==> config.mk <==
export PLATFORM = sky130hd
export DESIGN_NAME = mk14_key_injector
export DESIGN_NICKNAME = d
export VERILOG_FILES = /design/src/rtl/mk14_pkg.sv /design/src/rtl/sync_fifo.sv /design/src/rtl/mk14_key_injector.sv
export SDC_FILE = /design/constraint.sdc
export NUM_CORES = 1
export LEC_CHECK = 0
export ABC_AREA = 0
export BUFFER_PORTS_ARGS = -buffer_cell sky130_fd_sc_hd__buf_2
export CORE_UTILIZATION = 30
export DETAILED_ROUTE_END_ITERATION = 10
export GPL_ROUTABILITY_DRIVEN = 1
export SLEW_MARGIN = 20
export SYNTH_ARGS = -nofsm -noshare
export SYNTH_HDL_FRONTEND = slang
export SYNTH_SLANG_ARGS = --single-unit
==> constraint.sdc <==
create_clock -name clk -period 4.4 [get_ports clk]
set_input_delay 0 -clock clk [delete_from_list [all_inputs] [get_ports clk]]
set_output_delay 0 -clock clk [all_outputs]
set_load 0.005 [all_outputs]
==> src/rtl/mk14_pkg.sv <==
// mk14_pkg: shared state type, key codes and ASCII-to-keypad map for the MK14 key injector
package mk14_pkg;

    typedef enum logic [2:0] {ki_IDLE, ki_PRESS, ki_HOLD, ki_RELEASE, ki_GAP} KI_STATE;

    typedef struct packed {
        logic       valid;
        logic [2:0] addr;
        logic [2:0] kbit;
    } key_t;

    localparam logic [7:0] KEY_0     = 8'h30;
    localparam logic [7:0] KEY_8     = 8'h38;
    localparam logic [7:0] KEY_9     = 8'h39;
    localparam logic [7:0] KEY_A     = 8'h41;
    localparam logic [7:0] KEY_D     = 8'h44;
    localparam logic [7:0] KEY_E     = 8'h45;
    localparam logic [7:0] KEY_F     = 8'h46;
    localparam logic [7:0] KEY_GO    = 8'h47;
    localparam logic [7:0] KEY_MEM   = 8'h4D;
    localparam logic [7:0] KEY_TERM  = 8'h54;
    localparam logic [7:0] KEY_ABORT = 8'h5A;
    localparam logic [7:0] LOWER_A   = 8'h61;
    localparam logic [7:0] LOWER_F   = 8'h66;

    function automatic key_t key_map(input logic [7:0] code);
        logic [7:0] c;
        c = (code >= LOWER_A && code <= LOWER_F) ? code - 8'h20 : code;
        if (c >= KEY_0 && c < KEY_8) return '{1'b1, c[2:0], 3'd7};
        if (c >= KEY_A && c <= KEY_D) return '{1'b1, c[2:0] - 3'd1, 3'd4};
        case (c)
            KEY_8:     return '{1'b1, 3'd0, 3'd6};
            KEY_9:     return '{1'b1, 3'd1, 3'd6};
            KEY_E:     return '{1'b1, 3'd6, 3'd4};
            KEY_F:     return '{1'b1, 3'd7, 3'd4};
            KEY_GO:    return '{1'b1, 3'd2, 3'd5};
            KEY_MEM:   return '{1'b1, 3'd3, 3'd5};
            KEY_ABORT: return '{1'b1, 3'd4, 3'd5};
            KEY_TERM:  return '{1'b1, 3'd7, 3'd5};
            default:   return '0;
        endcase
    endfunction

endpackage

==> src/rtl/sync_fifo.sv <==
// sync_fifo: registered FIFO with wrap-bit pointers; push ignored when full, pop ignored when empty
module sync_fifo #(
    parameter int WIDTH = 8,
    parameter int DEPTH = 4
) (
    input  logic             clk,
    input  logic             rst_n,
    input  logic             push,
    input  logic [WIDTH-1:0] wdata,
    input  logic             pop,
    output logic [WIDTH-1:0] rdata,
    output logic             full,
    output logic             empty
);
    localparam int AW = $clog2(DEPTH);

    logic [WIDTH-1:0] mem [DEPTH];
    logic [AW:0]      wr_ptr, rd_ptr;
    logic             do_push, do_pop;

    assign do_push = push && !full;
    assign do_pop  = pop && !empty;
    assign empty   = wr_ptr == rd_ptr;
    assign full    = wr_ptr == {~rd_ptr[AW], rd_ptr[AW-1:0]};
    assign rdata   = mem[rd_ptr[AW-1:0]];

    always_ff @(posedge clk)
        if (do_push) mem[wr_ptr[AW-1:0]] <= wdata;

    always_ff @(posedge clk or negedge rst_n) begin
        if (!rst_n) begin
            wr_ptr <= '0;
            rd_ptr <= '0;
        end else begin
            wr_ptr <= wr_ptr + (AW+1)'(do_push);
            rd_ptr <= rd_ptr + (AW+1)'(do_pop);
        end
    end

endmodule

==> src/rtl/mk14_key_injector.sv <==
// mk14_key_injector: buffers ASCII key codes and replays them as timed MK14 keypad press/release strobes
module mk14_key_injector
    import mk14_pkg::*;
#(
    parameter int HOLD_CYCLES = 2_500_000,
    parameter int GAP_CYCLES  = 1_000_000,
    parameter int FIFO_DEPTH  = 4
) (
    input  logic       clk,
    input  logic       rst_n,
    input  logic       i_en,
    input  logic [7:0] i_code,
    input  logic       i_valid,
    output logic       o_ready,
    output logic       o_kbd_write_en,
    output logic [2:0] o_kbd_addr,
    output logic [2:0] o_kbd_bit,
    output logic       o_kbd_pressed,
    output logic       o_idle,
    output logic       o_drop
);
    localparam int CW = $clog2((HOLD_CYCLES > GAP_CYCLES ? HOLD_CYCLES : GAP_CYCLES) + 1);

    KI_STATE       state, state_nx;
    logic [CW-1:0] cnt, cnt_nx;
    logic [7:0]    head;
    logic          empty, full, pop;
    key_t          km;
    logic [2:0]    key_addr, key_bit, key_addr_nx, key_bit_nx, addr_nx, bit_nx;
    logic          write_en_nx, pressed_nx, drop_nx;

    sync_fifo #(.WIDTH(8), .DEPTH(FIFO_DEPTH)) u_fifo (
        .clk   (clk),
        .rst_n (rst_n),
        .push  (i_valid),
        .wdata (i_code),
        .pop   (pop),
        .rdata (head),
        .full  (full),
        .empty (empty)
    );

    assign km      = key_map(head);
    assign o_ready = !full;
    assign o_idle  = empty && state == ki_IDLE;

    always_comb begin
        state_nx    = state;
        cnt_nx      = cnt;
        pop         = 1'b0;
        key_addr_nx = key_addr;
        key_bit_nx  = key_bit;
        addr_nx     = o_kbd_addr;
        bit_nx      = o_kbd_bit;
        write_en_nx = 1'b0;
        pressed_nx  = o_kbd_pressed;
        drop_nx     = 1'b0;
        case (state)
            ki_IDLE: if (i_en && !empty) begin
                pop = 1'b1;
                if (km.valid) begin
                    key_addr_nx = km.addr;
                    key_bit_nx  = km.kbit;
                    state_nx    = ki_PRESS;
                end else begin
                    drop_nx = 1'b1;
                end
            end
            ki_PRESS: begin
                write_en_nx = 1'b1;
                pressed_nx  = 1'b1;
                addr_nx     = key_addr;
                bit_nx      = key_bit;
                cnt_nx      = CW'(HOLD_CYCLES - 1);
                state_nx    = ki_HOLD;
            end
            ki_HOLD: if (cnt == '0) state_nx = ki_RELEASE; else cnt_nx = cnt - CW'(1);
            ki_RELEASE: begin
                write_en_nx = 1'b1;
                pressed_nx  = 1'b0;
                addr_nx     = key_addr;
                bit_nx      = key_bit;
                cnt_nx      = CW'(GAP_CYCLES - 1);
                state_nx    = ki_GAP;
            end
            ki_GAP: if (cnt == '0) state_nx = ki_IDLE; else cnt_nx = cnt - CW'(1);
            default: state_nx = ki_IDLE;
        endcase
    end

    // Strobe outputs are registered from the PRESS/RELEASE states, one cycle behind the state.
    always_ff @(posedge clk or negedge rst_n) begin
        if (!rst_n) begin
            state          <= ki_IDLE;
            cnt            <= '0;
            key_addr       <= '0;
            key_bit        <= '0;
            o_kbd_write_en <= 1'b0;
            o_kbd_addr     <= '0;
            o_kbd_bit      <= '0;
            o_kbd_pressed  <= 1'b0;
            o_drop         <= 1'b0;
        end else begin
            state          <= state_nx;
            cnt            <= cnt_nx;
            key_addr       <= key_addr_nx;
            key_bit        <= key_bit_nx;
            o_kbd_write_en <= write_en_nx;
            o_kbd_addr     <= addr_nx;
            o_kbd_bit      <= bit_nx;
            o_kbd_pressed  <= pressed_nx;
            o_drop         <= drop_nx;
        end
    end

endmodule

==> results of run 1 <==
==> power groups by stage <==
stage | Sequential, µW | Combinational (µW) | Clock (µW)
global placement | 1200 | 1330 | 0
CTS | 1190 | 1370 | 784
finish | 1190 | 1360 | 763
global route | 1220 | 1530 | 811
detailed placement | 1200 | 1360 | 0
floorplan | 1130 | 1080 | 0
==> worst min-delay path by stage <==
stage	startpoint	to	slack, ns	depth (start not counted)
after CTS	i_valid	u_fifo.wr_ptr[0]	0.06	4
after detailed placement	i_code[7]	u_fifo.mem[2][7]	0.22	1
after global placement	i_code[4]	u_fifo.mem[3][4]	0.21	1
after floorplan	rst_n	cnt[0]	-0.30	0
final	i_valid	u_fifo.wr_ptr[0]	0.07	4
after global routing	i_en	state[0]	0.11	4
==> area by class of cell <==
cell class,count,area share (%)
Sequential cell,78,46.1
Inverter,14,1.15
Multi-Input combinational cell,237,36.0
Timing Repair Buffer,36,5.24
Tap cell,172,4.69
Clock inverter,3,0.900
Clock buffer,13,5.92
==> flip-flops by register name (all words and copies together) (netlist names) <==
signal          count
u_fifo.wr_ptr       3
u_fifo.rd_ptr       3
o_kbd_addr          3
key_addr            3
o_kbd_bit           3
o_drop              1
o_kbd_pressed       1
cnt                22
u_fifo.mem         32
o_kbd_write_en      1
state               3
key_bit             3
==> worst max-delay path, stage by stage (launching register included) <==
cell      delay [ns]
dfrtp_1         0.35
buf_4           0.22
mux2i_1         0.27
nand2_1         0.07
o21ai_0         0.21
ha_1            0.40
and3b_1         0.23
a221oi_2        0.29
o21a_2          0.20
a31oi_2         0.12
or3_1           0.46
a31oi_4         0.35
mux2_4          0.33
==> cell usage in the layout (no fill, tap or decap), drive strengths merged, types with 7 or more instances in the layout <==
cell type and n:
buf 27, or3 9, edfxtp 32, nor3 8
xor2 12, a21oi 13, ha 10, nor2 32
dfrtp 46, mux4 7, o21ai 13, nand2 40
dlygate4sd3 9, mux2 7, nand2b 9, xnor2 10
inv 15, clkbuf 13
==> cells by family after synthesis <==
| kind of cell | count (synthesis) | synth area share (%) |
|---|---|---|
| adders and majority gates | 10 | 3.21 |
| muxes | 20 | 8.10 |
| xor gates and xnor gates | 22 | 4.95 |
| AOI/OAI and AO/OA | 53 | 9.48 |
| DFF | 78 | 54.2 |
| and+or+nand+nor | 132 | 16.7 |
| buffers and inverters | 28 | 3.34 |
==> layer usage <==
metal  vias to the layer above  track usage [%]  share of wire, %
li1                       1297                -                 -
met4                         0             5.73               1.8
met2                        50             20.5                47
met5                         -                0                 0
met1                      1279             15.5                48
met3                        12             3.24               3.6
==> what timing repair did <==
| action | 4_1_cts | 5_1_grt |
|---|---|---|
| gates resized for setup | 0 | 0 |
| hold endpoints to repair | 78 | 0 |
| hold buffers | 9 | 0 |
==> metrics by stage <==
| stage | instance area, µm² | setup slack [ns] | hold WS (ns) |
|---|---|---|---|
| 2_1_floorplan | 3890 | 0.811 | -0.296 |
| 3_3_place_gp | 4180 | 0.887 | 0.210 |
| 3_5_place_dp | 4180 | 0.801 | 0.219 |
| 4_1_cts | 4580 | 0.773 | 0.0625 |
| 5_1_grt | 4590 | 0.558 | 0.106 |
| 6_report | 4590 | 0.781 | 0.0679 |
==> qor.json, run 1 <==
{
  "starting_utilization_of_the_core_area_pct": 30.9,
  "postCtsSetupRepairBufs": 0,
  "cts_htree_levels": 3,
  "final_hold_viol_count": 0,
  "worstSetupEndpointType": "flip-flop",
  "worst_r2r_startpoint": "u_fifo.rd_ptr[1]",
  "min_period_ns": 3.62,
  "wl_per_cell_um": 13.7,
  "synth_top_area_share_pct": 29.6,
  "switching_share_pct": 37.5,
  "gr-usage-all-layers_pct": 12.5,
  "postSynth.topFlopCell": "dfrtp_1",
  "report.final.setup_viol": 0,
  "grt_pass1_wl_um": 12700,
  "synth_nets": 365,
  "clk_path_buf_depth": 2,
  "number_of_synthesized_flops_with_an_enable_pin": 32,
  "yosys.cell_count.top_type": "dfrtp_1",
  "slew-limit-headroom_pct": 42.9,
  "synth-warning-count": 0,
  "overflow": 0,
  "viasPerCell": 4.77,
  "power.switching_uw": 1240,
  "pwr-share-clk_pct": 23.0,
  "vdd_drop_max_mv": 0.318,
  "die_y_um": 116,
  "grt_pass1_vias": 2584,
  "grt_antenna_before_repair": 0,
  "tritoncts": "done",
  "r2r_slack_ns": 0.78,
  "critical_path.max_fanout": 12,
  "drt_first_iter_violations": 148,
  "grt_start_max_net_pins": 47,
  "instances_no_fill": 553,
  "drc": 0,
  "run_status": "complete, no violations",
  "max_cap_violations": 0,
  "clk_pin_slew_ns": 0.06,
  "path_class": "flip-flop to flip-flop",
  "clkLatencyLatePin_ns": 0.34,
  "summed_negative_setup_slack_over_all_endpoints_ns": 0,
  "critical_path.reg2reg.endpoint": "key_addr[2]",
  "fp.dieArea_um2": 13400,
  "final_core_util_pct": 36.3,
  "replace_congestion": 0.879,
  "num_antenna_cells": 0,
  "row_count": 41,
  "fin_worst_skew_ns": 0.00678,
  "synth_seq_area_share_pct": 54.2,
  "worst-r2r-cell-count": 12,
  "die_x_um": 116,
  "power.internal_uw": 2070,
  "start_kind": "flip-flop",
  "dp_hpwl_um": 5320,
  "clock_buffer_count_from_cts": 9,
  "synth_top_cell_by_area": "dfrtp_1",
  "first_pass_iters": 4,
  "arrival_worst_endpoint_ns": 3.84,
  "setup.worst_path.start": "u_fifo.rd_ptr[1]",
  "total_leakage_power_uw": 0.00185,
  "final_wirelength_um": 7600,
  "cell_chosen_for_the_clock_root": "clkbuf_16",
  "async_flop_share_pct": 59.0,
  "timing_worst_slew_pin_value_ns": 0.857,
  "area_of_the_multi_input_gates_um2": 1650,
  "ant_nets": 0,
  "layout-area-overhead-vs-synth_pct": 17.7,
  "ys_ff_latch": 78,
  "synth.cells.most_frequent": "46 x dfrtp_1, 40 x nand2_1, 32 x edfxtp_1, 32 x nor2_1, 14 x inv_1",
  "holdCritPathClass": "primary input to flip-flop",
  "synth_area_per_cell_um2": 11.4,
  "maxSlewViolCount": 0,
  "io_pins": 23,
  "io_buffer_count": 22,
  "period_share_pct": 82.3,
  "register_share_of_total_power_pct": 35.8,
  "cts.sinks": 78,
  "synthCells": 343,
  "rsz_0062_raised_after_global_routing": "no",
  "number_of_fill_cells_in_the_layout": 1295,
  "placed_cells_incl_taps": 528,
  "worst_setup_path_endpoint": "key_addr[2]",
  "layout-drive-gt1-share_pct": 16.8,
  "fmaxAchievable_mhz": 276,
  "final_nets": 398,
  "floorplan.core_area_um2": 12600,
  "netlist_area_um2": 3890,
  "synth_cell_types": 54,
  "via_count": 2638,
  "cell_area_power_density_nw_per_um2": 722,
  "total_power_uw": 3310,
  "comb_pwr_share_pct": 41.2,
  "seqCellArea_um2": 2110,
  "crit_required_ns": 4.62,
  "synthTopCellsByArea": "dfrtp_1 30%, edfxtp_1 25%, nand2_1 3.9%, mux4_2 3.5%, ha_1 3.2%"
}
Note: power is estimated with default switching activity, not from simulation.
==> run 2: changes to the inputs <==
==> constraint.sdc (replaced) <==
create_clock -name clk -period 3.5 [get_ports clk]
set_input_delay 0 -clock clk [delete_from_list [all_inputs] [get_ports clk]]
set_output_delay 0 -clock clk [all_outputs]
set_load 0.005 [all_outputs]
==> run 2 against run 1 <==
Compared with the run above:
- combinational power increased by 30%
- register-to-register slack got worse by 0.57 ns
- critical path depth decreased by 1
- sequential share of layout area decreased by 0.39 points
- global-route usage increased by 0.31 points
- largest cell class unchanged
- via count increased by 0.45%
- maximum frequency increased by 10%
- highest routed layer unchanged
==> qor.json, run 2 (synthesis results as in run 1) <==
{
  "run_status": "complete, no violations",
  "io_buffer_count": {"value": 22, "change": "unchanged"},
  "fmaxAchievable": {"value": 304, "unit": "MHz", "change": "+10%"},
  "drt_first_iter_violations": {"value": 125, "change": "-16%"},
  "number_of_fill_cells_in_the_layout": {"value": 1263, "change": "-2.5%"},
  "min_period": {"value": 3.29, "unit": "ns", "change": "-0.331 ns"},
  "io_pins": {"value": 23, "change": "unchanged"},
  "floorplan.core_area": {"value": 12600, "unit": "µm²", "change": "unchanged"},
  "placed_cells_incl_taps": {"value": 529, "change": "+0.19%"},
  "layout-drive-gt1-share": {"value": 17.5, "unit": "%", "change": "+0.74 points"},
  "postCtsSetupRepairBufs": {"value": 0, "change": "unchanged"},
  "summed_negative_setup_slack_over_all_endpoints": {"value": 0, "unit": "ns", "change": "unchanged"},
  "holdCritPathClass": "primary input to flip-flop",
  "slew-limit-headroom": {"value": 42.1, "unit": "%", "change": "-0.79 points"},
  "worstSetupEndpointType": "flip-flop",
  "cell_chosen_for_the_clock_root": "clkbuf_16",
  "fp.dieArea": {"value": 13400, "unit": "µm²", "change": "unchanged"},
  "grt_pass1_wl": {"value": 12900, "unit": "µm", "change": "+1.3%"},
  "maxSlewViolCount": {"value": 0, "change": "unchanged"},
  "overflow": {"value": 0, "change": "unchanged"},
  "clk_pin_slew": {"value": 0.06, "unit": "ns", "change": "about the same"},
  "vdd_drop_max": {"value": 0.441, "unit": "mV", "change": "+39%"},
  "fin_worst_skew": {"value": 0.00602, "unit": "ns", "change": "-0.000761 ns"},
  "wl_per_cell": {"value": 14.2, "unit": "µm", "change": "+3.7%"},
  "largest_register_ff_count": {"value": 32, "change": "unchanged"},
  "layout-area-overhead-vs-synth_pct": 18.7,
  "final_wirelength": {"value": 7890, "unit": "µm", "change": "+3.9%"},
  "via_count": {"value": 2650, "change": "+0.45%"},
  "mostFrequentLayoutCells": "46 x dfrtp_1, 40 x nand2_1, 32 x nor2_1, 32 x edfxtp_1, 21 x buf_2",
  "num_antenna_cells": {"value": 0, "change": "unchanged"},
  "gr-usage-all-layers": {"value": 12.8, "unit": "%", "change": "+0.31 points"},
  "first_pass_iters": {"value": 4, "change": "unchanged"},
  "cts.sinks": {"value": 78, "change": "unchanged"},
  "final_common_cell": "dfrtp_1",
  "rsz_0062_raised_after_global_routing": "no",
  "tritoncts": "done",
  "critical_path.max_fanout": {"value": 6, "change": "-6"},
  "arrival_worst_endpoint": {"value": 3.50, "unit": "ns", "change": "-0.34 ns"},
  "start_kind": "flip-flop",
  "die_y": {"value": 116, "unit": "µm", "change": "unchanged"},
  "dpl_worst_slack": {"value": 0.0254, "unit": "ns", "change": "-0.776 ns"},
  "path_class": "flip-flop to flip-flop",
  "period_share": {"value": 93.9, "unit": "%", "change": "+12 points"},
  "dp_hpwl": {"value": 5460, "unit": "µm", "change": "+2.6%"},
  "die_x": {"value": 116, "unit": "µm", "change": "unchanged"},
  "grt_start_max_net_pins": {"value": 47, "change": "unchanged"},
  "replace_congestion": {"value": 0.872, "change": "-0.81%"},
  "drc": {"value": 0, "change": "unchanged"},
  "instances_no_fill": {"value": 554, "change": "+0.18%"},
  "viasPerCell": {"value": 4.78, "change": "+0.27%"},
  "report.final.setup_viol": {"value": 0, "change": "unchanged"},
  "row_count": {"value": 41, "change": "unchanged"},
  "grt_antenna_before_repair": {"value": 0, "change": "unchanged"},
  "ant_nets": {"value": 0, "change": "unchanged"},
  "timing_worst_slew_pin_value": {"value": 0.869, "unit": "ns", "change": "+0.0119 ns"},
  "cell_area_power_density": {"value": 916, "unit": "nW/µm²", "change": "+27%"},
  "max_cap_violations": {"value": 0, "change": "unchanged"},
  "clkLatencyLatePin": {"value": 0.33, "unit": "ns", "change": "about the same"},
  "grt_pass1_vias": {"value": 2646, "change": "+2.4%"},
  "crit_required": {"value": 3.71, "unit": "ns", "change": "-0.91 ns"},
  "seqCellArea": {"value": 2110, "unit": "µm²", "change": "unchanged"},
  "post-route-worst-setup-slack": {"value": 0.212, "unit": "ns", "change": "-0.569 ns"},
  "starting_utilization_of_the_core_area": {"value": 30.9, "unit": "%", "change": "unchanged"},
  "area_of_the_multi_input_gates": {"value": 1660, "unit": "µm²", "change": "+0.53%"},
  "total_leakage_power": {"value": 0.00186, "unit": "µW", "change": "+0.64%"},
  "final_hold_viol_count": {"value": 0, "change": "unchanged"},
  "clock_buffer_count_from_cts": {"value": 9, "change": "unchanged"},
  "cts_htree_levels": {"value": 3, "change": "unchanged"},
  "clk_path_buf_depth": {"value": 2, "change": "unchanged"},
  "final_nets": {"value": 399, "change": "+0.25%"}
}
-- run 2: path summary, 6_finish.rpt --
path / depth (start not counted) / end / slack (ns) / startpoint
worst max-delay path: 11 / key_addr[2] / 0.21 / u_fifo.rd_ptr[1]
worst min-delay path: 4 / u_fifo.wr_ptr[0] / 0.08 / i_valid
worst max register to register: 11 / key_addr[2] / 0.21 / u_fifo.rd_ptr[1]
worst min register to register: 2 / o_kbd_bit[2] / 0.47 / o_kbd_bit[2]
max in group asynchronous: 2 / o_kbd_addr[0] / 2.87 / rst_n
min in group asynchronous: 2 / cnt[4] / 0.22 / rst_n
-- run 2: what timing repair did --
item | CTS | global route
hold endpoints to repair | 78 | 0
hold buffers | 9 | 0
gates resized for setup | 0 | 2
setup endpoints to repair | 0 | 5
-- run 2: cell type report --
cell class	count	share of cell area [%]
tap	172	4.65
timing repair buffer	37	5.63
clock inverter	2	0.812
clock buffer	14	6.17
sequential	78	45.7
inverter	14	1.14
multi-input combinational	237	35.9
-- run 2: critical path: stages, from the launching register on --
cell       delay (ns)
dfrtp_1          0.42
mux2_2           0.38
o21ai_2          0.22
inv_1            0.12
ha_1             0.28
nand2b_1         0.16
a2bb2oi_1        0.15
o211ai_1         0.22
a31oi_1          0.16
or3_4            0.44
a31oi_4          0.28
mux2_4           0.33
-- run 2: per-layer routing --
metal / routed length, µm / vias up / global-route usage, % / share of wire [%]
met5: 0 / - / 0 / 0
met2: 3800 / 33 / 21.5 / 48
met4: 114 / 0 / 4.62 / 1.4
met1: 3770 / 1300 / 15.5 / 48
met3: 213 / 11 / 3.97 / 2.7
li1: - / 1306 / - / -
-- run 2: report_power, final --
part / switching (µW) / internal [µW]
Combinational: 1020 / 751
Sequential: 219 / 1270
Clock: 348 / 635
-- run 2: stage by stage --
stage / hold slack, ns / util [%] / cell area (µm²) / total power [µW]
6_report: 0.0751 / 36.6 / 4620 / 4240
4_1_cts: 0.0682 / 36.6 / 4610 / 4270
3_3_place_gp: 0.210 / 33.3 / 4200 / 3210
2_1_floorplan: -0.296 / - / 3890 / 2780
3_5_place_dp: 0.218 / 33.3 / 4200 / 3260
5_1_grt: 0.0836 / 36.6 / 4620 / 4560
==> run 3: changes to the inputs <==
--- a/config.mk
+++ b/config.mk
@@ -10,6 +10,7 @@
 export CORE_UTILIZATION = 30
 export DETAILED_ROUTE_END_ITERATION = 10
 export GPL_ROUTABILITY_DRIVEN = 1
+export PLACE_DENSITY = 0.55
 export SLEW_MARGIN = 20
 export SYNTH_ARGS = -nofsm -noshare
 export SYNTH_HDL_FRONTEND = slang
==> run 3 against run 2 <==
Compared with the run above:
- cell count rose by 0.18%
- combinational power barely moved
- sequential power barely moved
- flip-flop and latch count did not move
- clock power fell by 0.4%
- sequential share of layout area did not move
- first-iteration DRC count fell by 9.6%
- via count rose by 0.64%
- register-to-register slack improved by 0.06 ns
- total power rose by 0.31%
- non-clock buffer count rose by 1
- critical path depth did not move
==> qor.json, run 3 (synthesis results as in run 1) <==
{
  "drt_first_iter_violations": {"value": 113, "change": "-9.6%"},
  "crit_path_max_incr_delay": {"value": 0.44, "unit": "ns", "change": "about the same"},
  "min_period": {"value": 3.23, "unit": "ns", "change": "-0.0558 ns"},
  "summed_negative_setup_slack_over_all_endpoints": {"value": 0, "unit": "ns", "change": "unchanged"},
  "worst_hold_slack": {"value": 0.0754, "unit": "ns", "change": "+0.000307 ns"},
  "total_power": {"value": 4250, "unit": "µW", "change": "+0.31%"},
  "period_share": {"value": 92.4, "unit": "%", "change": "-1.6 points"},
  "r2r_slack": {"value": 0.27, "unit": "ns", "change": "+0.06 ns"},
  "hold_path.startpoint": "i_en",
  "largest_register_ff_count": {"value": 32, "change": "unchanged"},
  "slew-limit-headroom": {"value": 37.8, "unit": "%", "change": "-4.2 points"},
  "gr-usage-all-layers": {"value": 13.4, "unit": "%", "change": "+0.54 points"},
  "die_y": {"value": 116, "unit": "µm", "change": "unchanged"},
  "replace_congestion": {"value": 0.898, "change": "+2.9%"},
  "fp.dieArea": {"value": 13400, "unit": "µm²", "change": "unchanged"},
  "fin_worst_skew": {"value": 0.00623, "unit": "ns", "change": "+0.000212 ns"},
  "overflow": {"value": 0, "change": "unchanged"},
  "via_count": {"value": 2667, "change": "+0.64%"},
  "clk_path_buf_depth": {"value": 2, "change": "unchanged"},
  "grt_start_max_net_pins": {"value": 47, "change": "unchanged"},
  "timing_worst_slew_pin_value": {"value": 0.932, "unit": "ns", "change": "+0.0632 ns"},
  "path_class": "flip-flop to flip-flop",
  "max_cap_violations": {"value": 0, "change": "unchanged"},
  "run_status": "complete, no violations",
  "cell_area_power_density": {"value": 919, "unit": "nW/µm²", "change": "+0.31%"},
  "crit_required": {"value": 3.73, "unit": "ns", "change": "+0.02 ns"},
  "arrival_worst_endpoint": {"value": 3.46, "unit": "ns", "change": "-0.04 ns"},
  "viasPerCell": {"value": 4.81, "change": "+0.46%"},
  "maxSlewViolCount": {"value": 0, "change": "unchanged"},
  "tritoncts": "done",
  "report.final.setup_viol": {"value": 0, "change": "unchanged"},
  "final_wirelength": {"value": 8020, "unit": "µm", "change": "+1.7%"},
  "cts.sinks": {"value": 78, "change": "unchanged"},
  "clkLatencyLatePin": {"value": 0.34, "unit": "ns", "change": "about the same"},
  "floorplan.core_area": {"value": 12600, "unit": "µm²", "change": "unchanged"},
  "io_buffer_count": {"value": 22, "change": "unchanged"},
  "dp_hpwl": {"value": 5480, "unit": "µm", "change": "+0.48%"},
  "row_count": {"value": 41, "change": "unchanged"},
  "number_of_fill_cells_in_the_layout": {"value": 1282, "change": "+1.5%"},
  "postCtsSetupRepairBufs": {"value": 0, "change": "unchanged"},
  "final_nets": {"value": 400, "change": "+0.25%"},
  "setup.worst_path.start": "u_fifo.rd_ptr[1]",
  "start_kind": "flip-flop",
  "final_common_cell": "dfrtp_1",
  "final_hold_viol_count": {"value": 0, "change": "unchanged"},
  "drc": {"value": 0, "change": "unchanged"},
  "worst_r2r_startpoint": "u_fifo.rd_ptr[1]",
  "worstSetupEndpointType": "flip-flop",
  "clk_pin_slew": {"value": 0.06, "unit": "ns", "change": "about the same"},
  "mostFrequentLayoutCells": "46 x dfrtp_1, 40 x nand2_1, 32 x nor2_1, 32 x edfxtp_1, 21 x buf_2",
  "critical_path.max_fanout": {"value": 6, "change": "unchanged"},
  "cell_chosen_for_the_clock_root": "clkbuf_16",
  "grt_pass1_wl": {"value": 13300, "unit": "µm", "change": "+3.4%"},
  "starting_utilization_of_the_core_area": {"value": 30.9, "unit": "%", "change": "unchanged"},
  "grt_pass1_vias": {"value": 2685, "change": "+1.5%"},
  "crit_chain": "mux2_2 > o21ai_1 > inv_1 > ha_1 > nand2b_1 > a2bb2oi_1 > o211ai_1 > a31oi_1 > or3_4 > a31oi_4 > mux2_4",
  "num_antenna_cells": {"value": 0, "change": "unchanged"},
  "vdd_drop_max": {"value": 0.439, "unit": "mV", "change": "-0.43%"},
  "die_x": {"value": 116, "unit": "µm", "change": "unchanged"},
  "ant_nets": {"value": 0, "change": "unchanged"},
  "cts_htree_levels": {"value": 3, "change": "unchanged"},
  "cp_slowest_cell": "or3_4",
  "first_pass_iters": {"value": 4, "change": "unchanged"},
  "rsz_0062_raised_after_global_routing": "no",
  "layout-area-overhead-vs-synth": {"value": 18.7, "unit": "%", "change": "unchanged"},
  "io_pins": {"value": 23, "change": "unchanged"},
  "total_leakage_power": {"value": 0.00186, "unit": "µW", "change": "about the same"},
  "fmaxAchievable": {"value": 309, "unit": "MHz", "change": "+1.7%"},
  "clock_buffer_count_from_cts": {"value": 9, "change": "unchanged"},
  "layout-drive-gt1-share": {"value": 18.0, "unit": "%", "change": "+0.48 points"},
  "placed_cell_area": {"value": 4210, "unit": "µm²", "change": "+0.18%"},
  "holdCritPathClass": "primary input to flip-flop",
  "grt_antenna_before_repair": {"value": 0, "change": "unchanged"},
  "wl_per_cell": {"value": 14.5, "unit": "µm", "change": "+1.5%"},
  "stdcell_area": {"value": 4620, "unit": "µm²", "change": "unchanged"}
}
## run 3: cell types whose count changed in the layout (fill, tap and decap cells not counted), sizes merged
cell      previous run  this run
clkinv               0         3
clkinvlp             1         2
clkbuf              14         9
buf                 28        29
bufinv               1         2
## run 3: final timing paths
kind	end	cells past startpoint
setup / recovery	key_bit[0]	11
hold / removal	state[0]	4
setup reg to reg	key_bit[0]	11
hold reg to reg	o_kbd_addr[0]	2
max in group asynchronous	cnt[4]	2
min in group asynchronous	o_kbd_bit[1]	2
## run 3: repair_timing
action	CTS	global route
endpoints found under the hold margin	78	0
hold buffers	9	0
endpoints found under the setup margin	0	4
resized for setup	0	2
## run 3: routing by layer
metal | up-vias | track usage [%] | part of all wire (%) | wire, µm
met5 | - | 0 | 0 | 0
met4 | 0 | 6.07 | 1.9 | 152
met3 | 14 | 4.13 | 4.0 | 320
met2 | 54 | 21.3 | 45 | 3650
met1 | 1296 | 16.6 | 49 | 3900
li1 | 1303 | - | - | -
## run 3: power by group
part	switching [µW]	total (µW)	leakage [µW]	internal, µW
Sequential	227	1490	0.000847	1270
Clock	360	979	0.000149	618
Combinational	1020	1780	0.000868	762
Total	1600	4250	0.00186	2650
## run 3: critical path, delay by kind of cell, from the launching register on
kind | cells | cell delay (ns)
compound gates | 5 | 1.03
fa+ha+maj | 1 | 0.28
buf+inv | 1 | 0.12
flops | 1 | 0.39
mux | 2 | 0.69
simple gates | 2 | 0.61
## run 3: per-stage QoR
stage / instances / util [%] / setup slack [ns]
3_5_place_dp: 530 / 33.3 / 0.163
3_3_place_gp: 530 / 33.3 / 0.263
5_1_grt: 555 / 36.6 / 0.0708
4_1_cts: 555 / 36.5 / 0.155
2_1_floorplan: 343 / - / 0.0188
6_report: 555 / 36.6 / 0.268
## run 3: cell type report
class                   count  area, µm²  share of cell area [%]
repair buffers             38        268                    5.79
clock buffers               9        225                    4.87
well taps                 172        215                    4.65
multi-input cells         237       1660                    36.0
clock inverters             7       88.8                    1.92
flip-flops and latches     78       2110                    45.7
inverters                  14       52.6                    1.14
